<file path="src/rtl/calc_pkg.sv">
// calc_pkg: state and opcode definitions shared by the loader and the calculator core.
package calc_pkg;

    localparam int OPCW = 2;

    localparam logic [OPCW-1:0] OP_ADD = 2'd0;
    localparam logic [OPCW-1:0] OP_SUB = 2'd1;
    localparam logic [OPCW-1:0] OP_MUL = 2'd2;
    localparam logic [OPCW-1:0] OP_DIV = 2'd3;

    typedef enum logic [2:0] {
        IDLE,
        LOAD_A,
        LOAD_B,
        FIRE,
        WAIT
    } loader_state_t;

endpackage

</file>
<file path="src/rtl/nibble_shifter.sv">
// nibble_shifter: OPW-bit register that shifts NIB bits in at the LSB end, most significant nibble first.
module nibble_shifter #(
    parameter int OPW = 8,
    parameter int NIB = 4
) (
    input  logic           clock,
    input  logic           reset,
    input  logic           clear,
    input  logic           load,
    input  logic [NIB-1:0] din,
    output logic [OPW-1:0] q
);

    always_ff @(posedge clock or posedge reset) begin
        if (reset)
            q <= '0;
        else if (clear)
            q <= '0;
        else if (load)
            q <= (q << NIB) | OPW'(din);
    end

endmodule

</file>
<file path="src/rtl/input_loader.sv">
// input_loader: deserialises opcode and two operands from a nibble pad bus,
// launches the calculator with a one-cycle start and holds off until done_calc.
module input_loader
    import calc_pkg::*;
#(
    parameter int OPW  = 8,
    parameter int NIB  = 4,
    parameter int OPCW = 2
) (
    input  logic            clock,
    input  logic            reset,
    input  logic [NIB-1:0]  data_in,
    input  logic            data_valid,
    input  logic            abort,
    input  logic            done_calc,
    output logic [OPCW-1:0] op,
    output logic [OPW-1:0]  a,
    output logic [OPW-1:0]  b,
    output logic            start,
    output logic            busy,
    output logic            overrun
);

    localparam int NN = OPW / NIB;
    localparam int CW = (NN > 1) ? $clog2(NN) : 1;

    loader_state_t state;
    logic [CW-1:0] cnt;
    logic          accept;
    logic          last;

    // abort outranks any nibble, so the shifters must not move on an abort cycle
    assign accept = data_valid && !abort;
    assign last   = cnt == CW'(NN - 1);
    assign busy   = (state == FIRE) || (state == WAIT);

    nibble_shifter #(.OPW(OPW), .NIB(NIB)) u_a (
        .clock (clock),
        .reset (reset),
        .clear (accept && state == IDLE),
        .load  (accept && state == LOAD_A),
        .din   (data_in),
        .q     (a)
    );

    nibble_shifter #(.OPW(OPW), .NIB(NIB)) u_b (
        .clock (clock),
        .reset (reset),
        .clear (accept && state == IDLE),
        .load  (accept && state == LOAD_B),
        .din   (data_in),
        .q     (b)
    );

    always_ff @(posedge clock or posedge reset) begin
        if (reset) begin
            state   <= IDLE;
            cnt     <= '0;
            op      <= '0;
            start   <= 1'b0;
            overrun <= 1'b0;
        end else if (abort) begin
            state   <= IDLE;
            cnt     <= '0;
            start   <= 1'b0;
            overrun <= 1'b0;
        end else begin
            case (state)
                IDLE: if (data_valid) begin
                    op      <= data_in[OPCW-1:0];
                    overrun <= 1'b0;
                    cnt     <= '0;
                    state   <= LOAD_A;
                end
                LOAD_A: if (data_valid) begin
                    cnt   <= last ? '0 : cnt + CW'(1);
                    state <= last ? LOAD_B : LOAD_A;
                end
                LOAD_B: if (data_valid) begin
                    cnt   <= last ? '0 : cnt + CW'(1);
                    state <= last ? FIRE : LOAD_B;
                    start <= last;
                end
                FIRE: begin
                    start   <= 1'b0;
                    state   <= WAIT;
                    overrun <= overrun | data_valid;
                end
                WAIT: begin
                    overrun <= overrun | data_valid;
                    state   <= done_calc ? IDLE : WAIT;
                end
                default: begin
                    state <= IDLE;
                    cnt   <= '0;
                    start <= 1'b0;
                end
            endcase
        end
    end

endmodule

</file>
<file path="config.mk">
export PLATFORM = sky130hd
export DESIGN_NAME = input_loader
export DESIGN_NICKNAME = d
export VERILOG_FILES = /design/src/rtl/calc_pkg.sv /design/src/rtl/nibble_shifter.sv /design/src/rtl/input_loader.sv
export SDC_FILE = /design/constraint.sdc
export NUM_CORES = 1
export LEC_CHECK = 0
export ABC_AREA = 1
export CAP_MARGIN = 25
export CORE_UTILIZATION = 35
export DETAILED_ROUTE_END_ITERATION = 8
export RECOVER_POWER = 100
export SYNTH_ARGS = -nofsm -noshare
export SYNTH_HDL_FRONTEND = slang
export SYNTH_HIERARCHICAL = 1
export SYNTH_SLANG_ARGS = --single-unit
</file>
<file path="constraint.sdc">
create_clock -name clock -period 1.8 [get_ports clock]
set_input_delay 0.36 -clock clock [delete_from_list [all_inputs] [get_ports clock]]
set_output_delay 0.36 -clock clock [all_outputs]
set_load 0.01 [all_outputs]
</file>
* Word level (Yosys, flattened, before mapping)
Index checks and enable logic that the tools add are counted.
Widths: inputs -> output; s select.
** Word-level totals
- Bits in registers :: 24
- Bits of input ports :: 9
- Output and inout bits :: 21
- Logic and storage cells :: 62
** Cells by class
- Add/sub/neg operators :: 1
- Equality and inequality tests :: 10
- Mux-type cells :: 22
- Bitwise gates (word level) :: 4
- Reduce and logical (&&, ||, !) cells :: 18
** Operator list (count)
- $mux 8 :: 4
- $or 8x4->8 :: 2
- $mux 3 :: 5
- $pmux 3 s5 :: 1
- $ne 3x3->1 const B :: 3
- $reduce_and 3->1 :: 3
- $mux 1 :: 8
- $eq 3x2->1 const B :: 2
- $logic_and 1x1->1 :: 4
- $ne 2x1->1 const B :: 2
- $pmux 1 s2 :: 2
- $reduce_and 2->1 :: 2
- $reduce_bool 2->1 :: 2
- $reduce_or 2->1 :: 2
- $eq 3x1->1 const B :: 1
- $eq 3x3->1 const B :: 1
- $logic_not 3->1 :: 1
- $ne 3x1->1 const B :: 1
- $pmux 1 s3 :: 1
- $reduce_bool 3->1 :: 1
- $reduce_or 3->1 :: 1
- $mux 2 :: 1
- $add 1x1->1 const B :: 1
- $logic_not 1->1 :: 1
- 3 further kinds :: 3

* Depth between registers and ports, before layout
- Depth after elaboration :: 5
- Gate-level depth with buffers :: 9
- Depth with buffers taken out :: 8

* Hierarchy
The synthesis kept the hierarchy.
** Modules (own cells, without submodules)
- nibble_shifter :: instances 2, cells each 36, area each 339.1 sq um, seq. area each 200.2 sq um
- input_loader :: instances 1, cells each 75, area each 576.8 sq um, seq. area each 200.2 sq um

* Worst setup path after synthesis
OpenSTA, ideal clock, no wires.
- Kind :: register -> register
- Start point :: register state[0]
- End point :: register u_a.q[4]
- Library setup time :: 0.117 ns
- Arrival time :: 1.166 ns
- Required time :: 1.683 ns
- Setup slack :: 0.517 ns
- Stages on the path, launching flop included :: 10
- Buffers on the path :: 1
- Clock period less this slack :: 1.283 ns
- Path through :: dfrtp_1 buf_6 inv_6 nand2_4 nor2_4 nand2_2 inv_2 inv_2 nand3_1 nand2_1
** Between the ends
- Word-level cells in the longest chain between the ends :: 3
- Elaborated cells between the ends (all ways) :: 6
- Classes of those cells :: 1 x eq/ne; 1 x mux; 4 x reduce/logical
** Ends and longest elaborated chain
- from (decl) :: RTL line input_loader.sv:27 : loader_state_t state;
- from (signal assigned) :: RTL line input_loader.sv:77 : state <= last ? LOAD_B : LOAD_A;
- from (signal assigned) :: RTL line input_loader.sv:81 : state <= last ? FIRE : LOAD_B;
- from (signal assigned) :: RTL line input_loader.sv:91 : state <= done_calc ? IDLE : WAIT;
- $eq 3x1->1 / $logic_not 3->1 (equally long branches) :: RTL line input_loader.sv:41, input_loader.sv:40
- $logic_and 1x1->1, on equally long branches :: RTL line input_loader.sv:41, input_loader.sv:40
- $reduce_bool 2->1 (no line) / $mux 8 (equally long branches)
- to (signal assigned) :: RTL line nibble_shifter.sv:20 : q <= (q << NIB) | OPW'(din);
- to (decl) :: RTL line nibble_shifter.sv:11 : output logic [OPW-1:0] q
Several ways; a longest one is shown, not always the timed one.
A chain may end at the register's enable or synchronous reset.

* Final worst setup path
- Start point :: input abort
- End point :: register u_b.q[0]
** Between the ends
- Word-level cells in the longest chain between the ends :: 4
- Elaborated cells between the ends (all ways) :: 6
- Classes of those cells :: 1 x mux; 5 x reduce/logical
** Ends and longest elaborated chain
- from (decl) :: RTL line input_loader.sv:14 : input logic abort,
- $logic_not 1->1 (*) :: RTL line input_loader.sv:33 : assign accept = data_valid && !abort;
- $logic_and 1x1->1 (*) :: RTL line input_loader.sv:33
- $logic_and 1x1->1, on equally long branches :: RTL line input_loader.sv:49, input_loader.sv:50
- $mux 8 / $reduce_bool 2->1 (equally long branches)
- to (signal assigned) :: RTL line nibble_shifter.sv:20
- to (decl) :: RTL line nibble_shifter.sv:11
Mark *: on every way between the ends. The rest lies on a longest branch, timed or not.

==> summary.log <==
[finish] leading cell type in the layout, fill and taps excluded sky130_fd_sc_hd__nand2_1
[finish] most frequent cells in the layout sky130_fd_sc_hd__nand2_1 (55), sky130_fd_sc_hd__nand3_1 (26), sky130_fd_sc_hd__dfrtp_1 (22), sky130_fd_sc_hd__dlygate4sd3_1 (22)
[synthesis] netlist area before placement 1250 um^2
[power_and_ir_drop] combinational fraction of design power 0.267
[route] routed wire length 2580 um
[route] via count 1,074
[sta] Tightest Pin Transition 0.456 ns
[die] DIE AREA 3830 um^2
[synthesis] #FFs+latches synth 24
[critical_path] WS Path Type primary input to flip-flop
[power_and_ir_drop] internal power summed over all cells 0.876 mW
[clocking] htree depth 1
[hold_path] Hold Crit Class primary input to async pin
[sta] Final Cycle Share 0.956
[clocking] clk sinks 24
[clocking] clk buf depth 2
[clocking] quantity of hold-fixing buffers added after cts 0
[synthesis] post-synthesis area per instance 8.54 um^2
[synthesis] net count after synthesis 156
[power_and_ir_drop] share of total power consumed by net switching 0.308
[finish] area growth from synthesis to layout 30.6%
[critical_path] worst reg2reg endpoint u_b/q[0]$_DFFE_PP0P_
[power_and_ir_drop] part of the power in registers 0.509
[critical_path] Critical Path Sink Type flip-flop
[synthesis] biggest area contributors in the synthesized netlist sky130_fd_sc_hd__dfrtp_1 (48%), sky130_fd_sc_hd__nand2_1 (16%), sky130_fd_sc_hd__nand3_1 (10%), sky130_fd_sc_hd__buf_6 (4.5%), sky130_fd_sc_hd__nor2_8 (3.2%)
[critical_path] setup slack of the worst register-to-register path 0.22 ns
[clocking] Worst-Skew Late Latency 0.31 ns
[sta] Sum Neg Setup Slack 0 ns
[die] initial standard-cell utilization of the core 0.370
[critical_path] data required time of the worst path 2.02 ns
[global_route] Overflow after GRT 0
[global_route] total track usage 0.149
[die] horizontal die dimension 61.9 um
[placed_design] PortBufs 29
[finish] NumNets Final 192
[route] average detailed-routed wire length per instance 11.3 um
[finish] number of antenna diodes 0
[clocking] TritonCTS clock tree yes
[synthesis] sequential element share of the synthesized area 0.479
[sta] total count of max-transition violations in the final report 0
[finish] layout cells sized above 1 0.176
[synthesis] unique cell type count in the Yosys netlist 22
[clocking] clock buffers created by TritonCTS 3
[critical_path] kind of start point of the critical path primary input
[critical_path] arrival time of data at the critical path endpoint 1.94 ns
[critical_path] worst reg-to-reg path cell count 7
[sta] post-route clock skew 0.00178 ns
[critical_path] Worst Path Max Fanout 8
[power_and_ir_drop] Net Switching 0.390 mW
[finish] non-filler cells in the finished layout 228
[sta] least setup slack across all paths after layout 0.0801 ns
[power_and_ir_drop] Max rail drop VDD 0.329 mV
[synthesis] area fraction of the dominant cell type after synthesis 0.479
[status] outcome finished clean
[placed_design] pre-CTS setup slack 0.0497 ns
[sta] maximum achievable frequency 0.581 GHz
[global_route] pin count of the biggest net entering global routing 14
[placed_design] final HPWL from detailed placement 2000 um
[global_route] number of global-route vias before repair 981
[power_and_ir_drop] LEAKAGE 0.905 nW
[route] remaining antenna violation count 0
[sta] worst slew slack as a fraction of its limit 0.696
[power_and_ir_drop] portion of total power attributed to the clock network 0.225
[sta] setup repair after global routing missed its margin no
[clocking] clock slew seen by the registers of the worst setup and hold paths 0.13 ns
[die] core area 3390 um^2
[sta] final critical delay including setup and external delays 1.72 ns
[placed_design] final weighted congestion of routability-driven global placement 0.854
[critical_path] Worst R2R Start state[2]$_DFFE_PP0P_
[die] row count 21
[synthesis] cell taking the most area after synthesis sky130_fd_sc_hd__dfrtp_1
[placed_design] total instance count after detailed placement 223
[die] num ports 30
[clocking] clock root buffer master sky130_fd_sc_hd__clkbuf_4
[run] MaxCap Viol Count 0
[sta] number of hold-slack violations in the final timing report 0
[finish] filler instances 327
[route] number of design rule violations left after detail routing 0
[power_and_ir_drop] power after layout 1.27 mW
[die] height of the die 61.9 um
[global_route] antenna violations before repair 0
[route] Pre-antenna DRT Iters 5
[synthesis] cell count after synthesis 147
[synthesis] Syn. warnings 6
[route] via-per-instance ratio 4.71
[global_route] wire length of the first global-routing pass 4140 um
[route] count of routing violations after the opening detailed-route iteration 41
[power_and_ir_drop] total power divided by cell area 773 nW/um^2
[sta] Setup violations, final 0
[sta] final worst hold slack 0.467 ns
## layout make-up
class,count,area [um^2],share of cell area
Tap cell,46,57.6,0.0351
Inverter,12,57.6,0.0351
Sequential cell,24,603,0.368
Multi-Input combinational cell,106,543,0.331
Timing Repair Buffer,36,342,0.208
Clock buffer,4,36.3,0.0221
## cell usage after synthesis
cell and n:
sky130_fd_sc_hd__nand2_4 2, sky130_fd_sc_hd__inv_6 2, sky130_fd_sc_hd__o21ai_1 2, sky130_fd_sc_hd__nand3b_1 1
sky130_fd_sc_hd__a21oi_1 2, sky130_fd_sc_hd__buf_6 5, sky130_fd_sc_hd__nor2_8 2, sky130_fd_sc_hd__nor2_2 2
sky130_fd_sc_hd__nand2_1 55, sky130_fd_sc_hd__or2_2 1, sky130_fd_sc_hd__dfrtp_1 24, sky130_fd_sc_hd__inv_2 3
sky130_fd_sc_hd__inv_4 1, sky130_fd_sc_hd__nand4_1 1, sky130_fd_sc_hd__nor2_1 3, sky130_fd_sc_hd__inv_1 6
sky130_fd_sc_hd__nor2_4 2, sky130_fd_sc_hd__nand3_1 25, sky130_fd_sc_hd__nor4_1 2, sky130_fd_sc_hd__nand3_2 2
sky130_fd_sc_hd__nand2_2 3, sky130_fd_sc_hd__o21ai_2 1
## state kept, by name (all words and copies together) (netlist names)
name	flops
u_a/q	8
start	1
cnt	1
op	2
overrun	1
u_b/q	8
state	3
## how the worst max path moves through the flow
stage	from	endpoint	slack [ns]
after floorplan	state[0]$_DFFE_PP0P_	u_a/q[4]$_DFFE_PP0P_	0.52
after global placement	data_valid	u_a/q[4]$_DFFE_PP0P_	0.07
after detailed placement	data_valid	u_a/q[4]$_DFFE_PP0P_	0.05
after CTS	state[1]$_DFFE_PP0P_	busy	0.07
after global routing	abort	u_b/q[3]$_DFFE_PP0P_	0.006
final	abort	u_b/q[0]$_DFFE_PP0P_	0.08
## what timing repair did
item | in CTS | in global routing
endpoints found under the setup margin | 1 | 0
setup buffers | 1 | 0
resized for setup | 3 | 0
## metal layers
| layer | global-route usage | routed length, um | up-vias |
|---|---|---|---|
| li1 | - | - | 545 |
| met1 | 0.176 | 1220 | 491 |
| met2 | 0.250 | 1170 | 32 |
| met3 | 0.0331 | 126 | 6 |
| met4 | 0.0794 | 60 | 0 |
| met5 | 0 | 0 | - |
## metrics by stage
stage | util | cell area, um^2
floorplan | - | 1250
global placement | 0.473 | 1600
detailed placement | 0.473 | 1600
CTS | 0.487 | 1650
global route | 0.484 | 1640
finish | 0.484 | 1640
## critical path, cell delays in order
cell                            delay (ns)
sky130_fd_sc_hd__dlygate4sd3_1        0.57
sky130_fd_sc_hd__nor2_1               0.21
sky130_fd_sc_hd__nand2_2              0.10
sky130_fd_sc_hd__inv_1                0.35
sky130_fd_sc_hd__inv_2                0.16
sky130_fd_sc_hd__nand3_1              0.13
sky130_fd_sc_hd__nand2_1              0.06
## power by group through the flow
stage / Combinational [mW] / Sequential, mW / Clock [mW]
floorplan: 0.195 / 0.664 / 0
global placement: 0.356 / 0.654 / 0
detailed placement: 0.360 / 0.657 / 0
CTS: 0.363 / 0.647 / 0.294
global route: 0.380 / 0.652 / 0.302
finish: 0.338 / 0.644 / 0.284
## cell families (layout without fill, tap and decap cells)
family	count (synthesis)	in the layout	synth area share
buffers and inverters	17	52	0.0907
AO/OA/AOI/OAI	5	5	0.0229
flip-flops	24	24	0.479
AND/OR/NAND/NOR	101	101	0.408
Power figures use the tool's default switching activity.
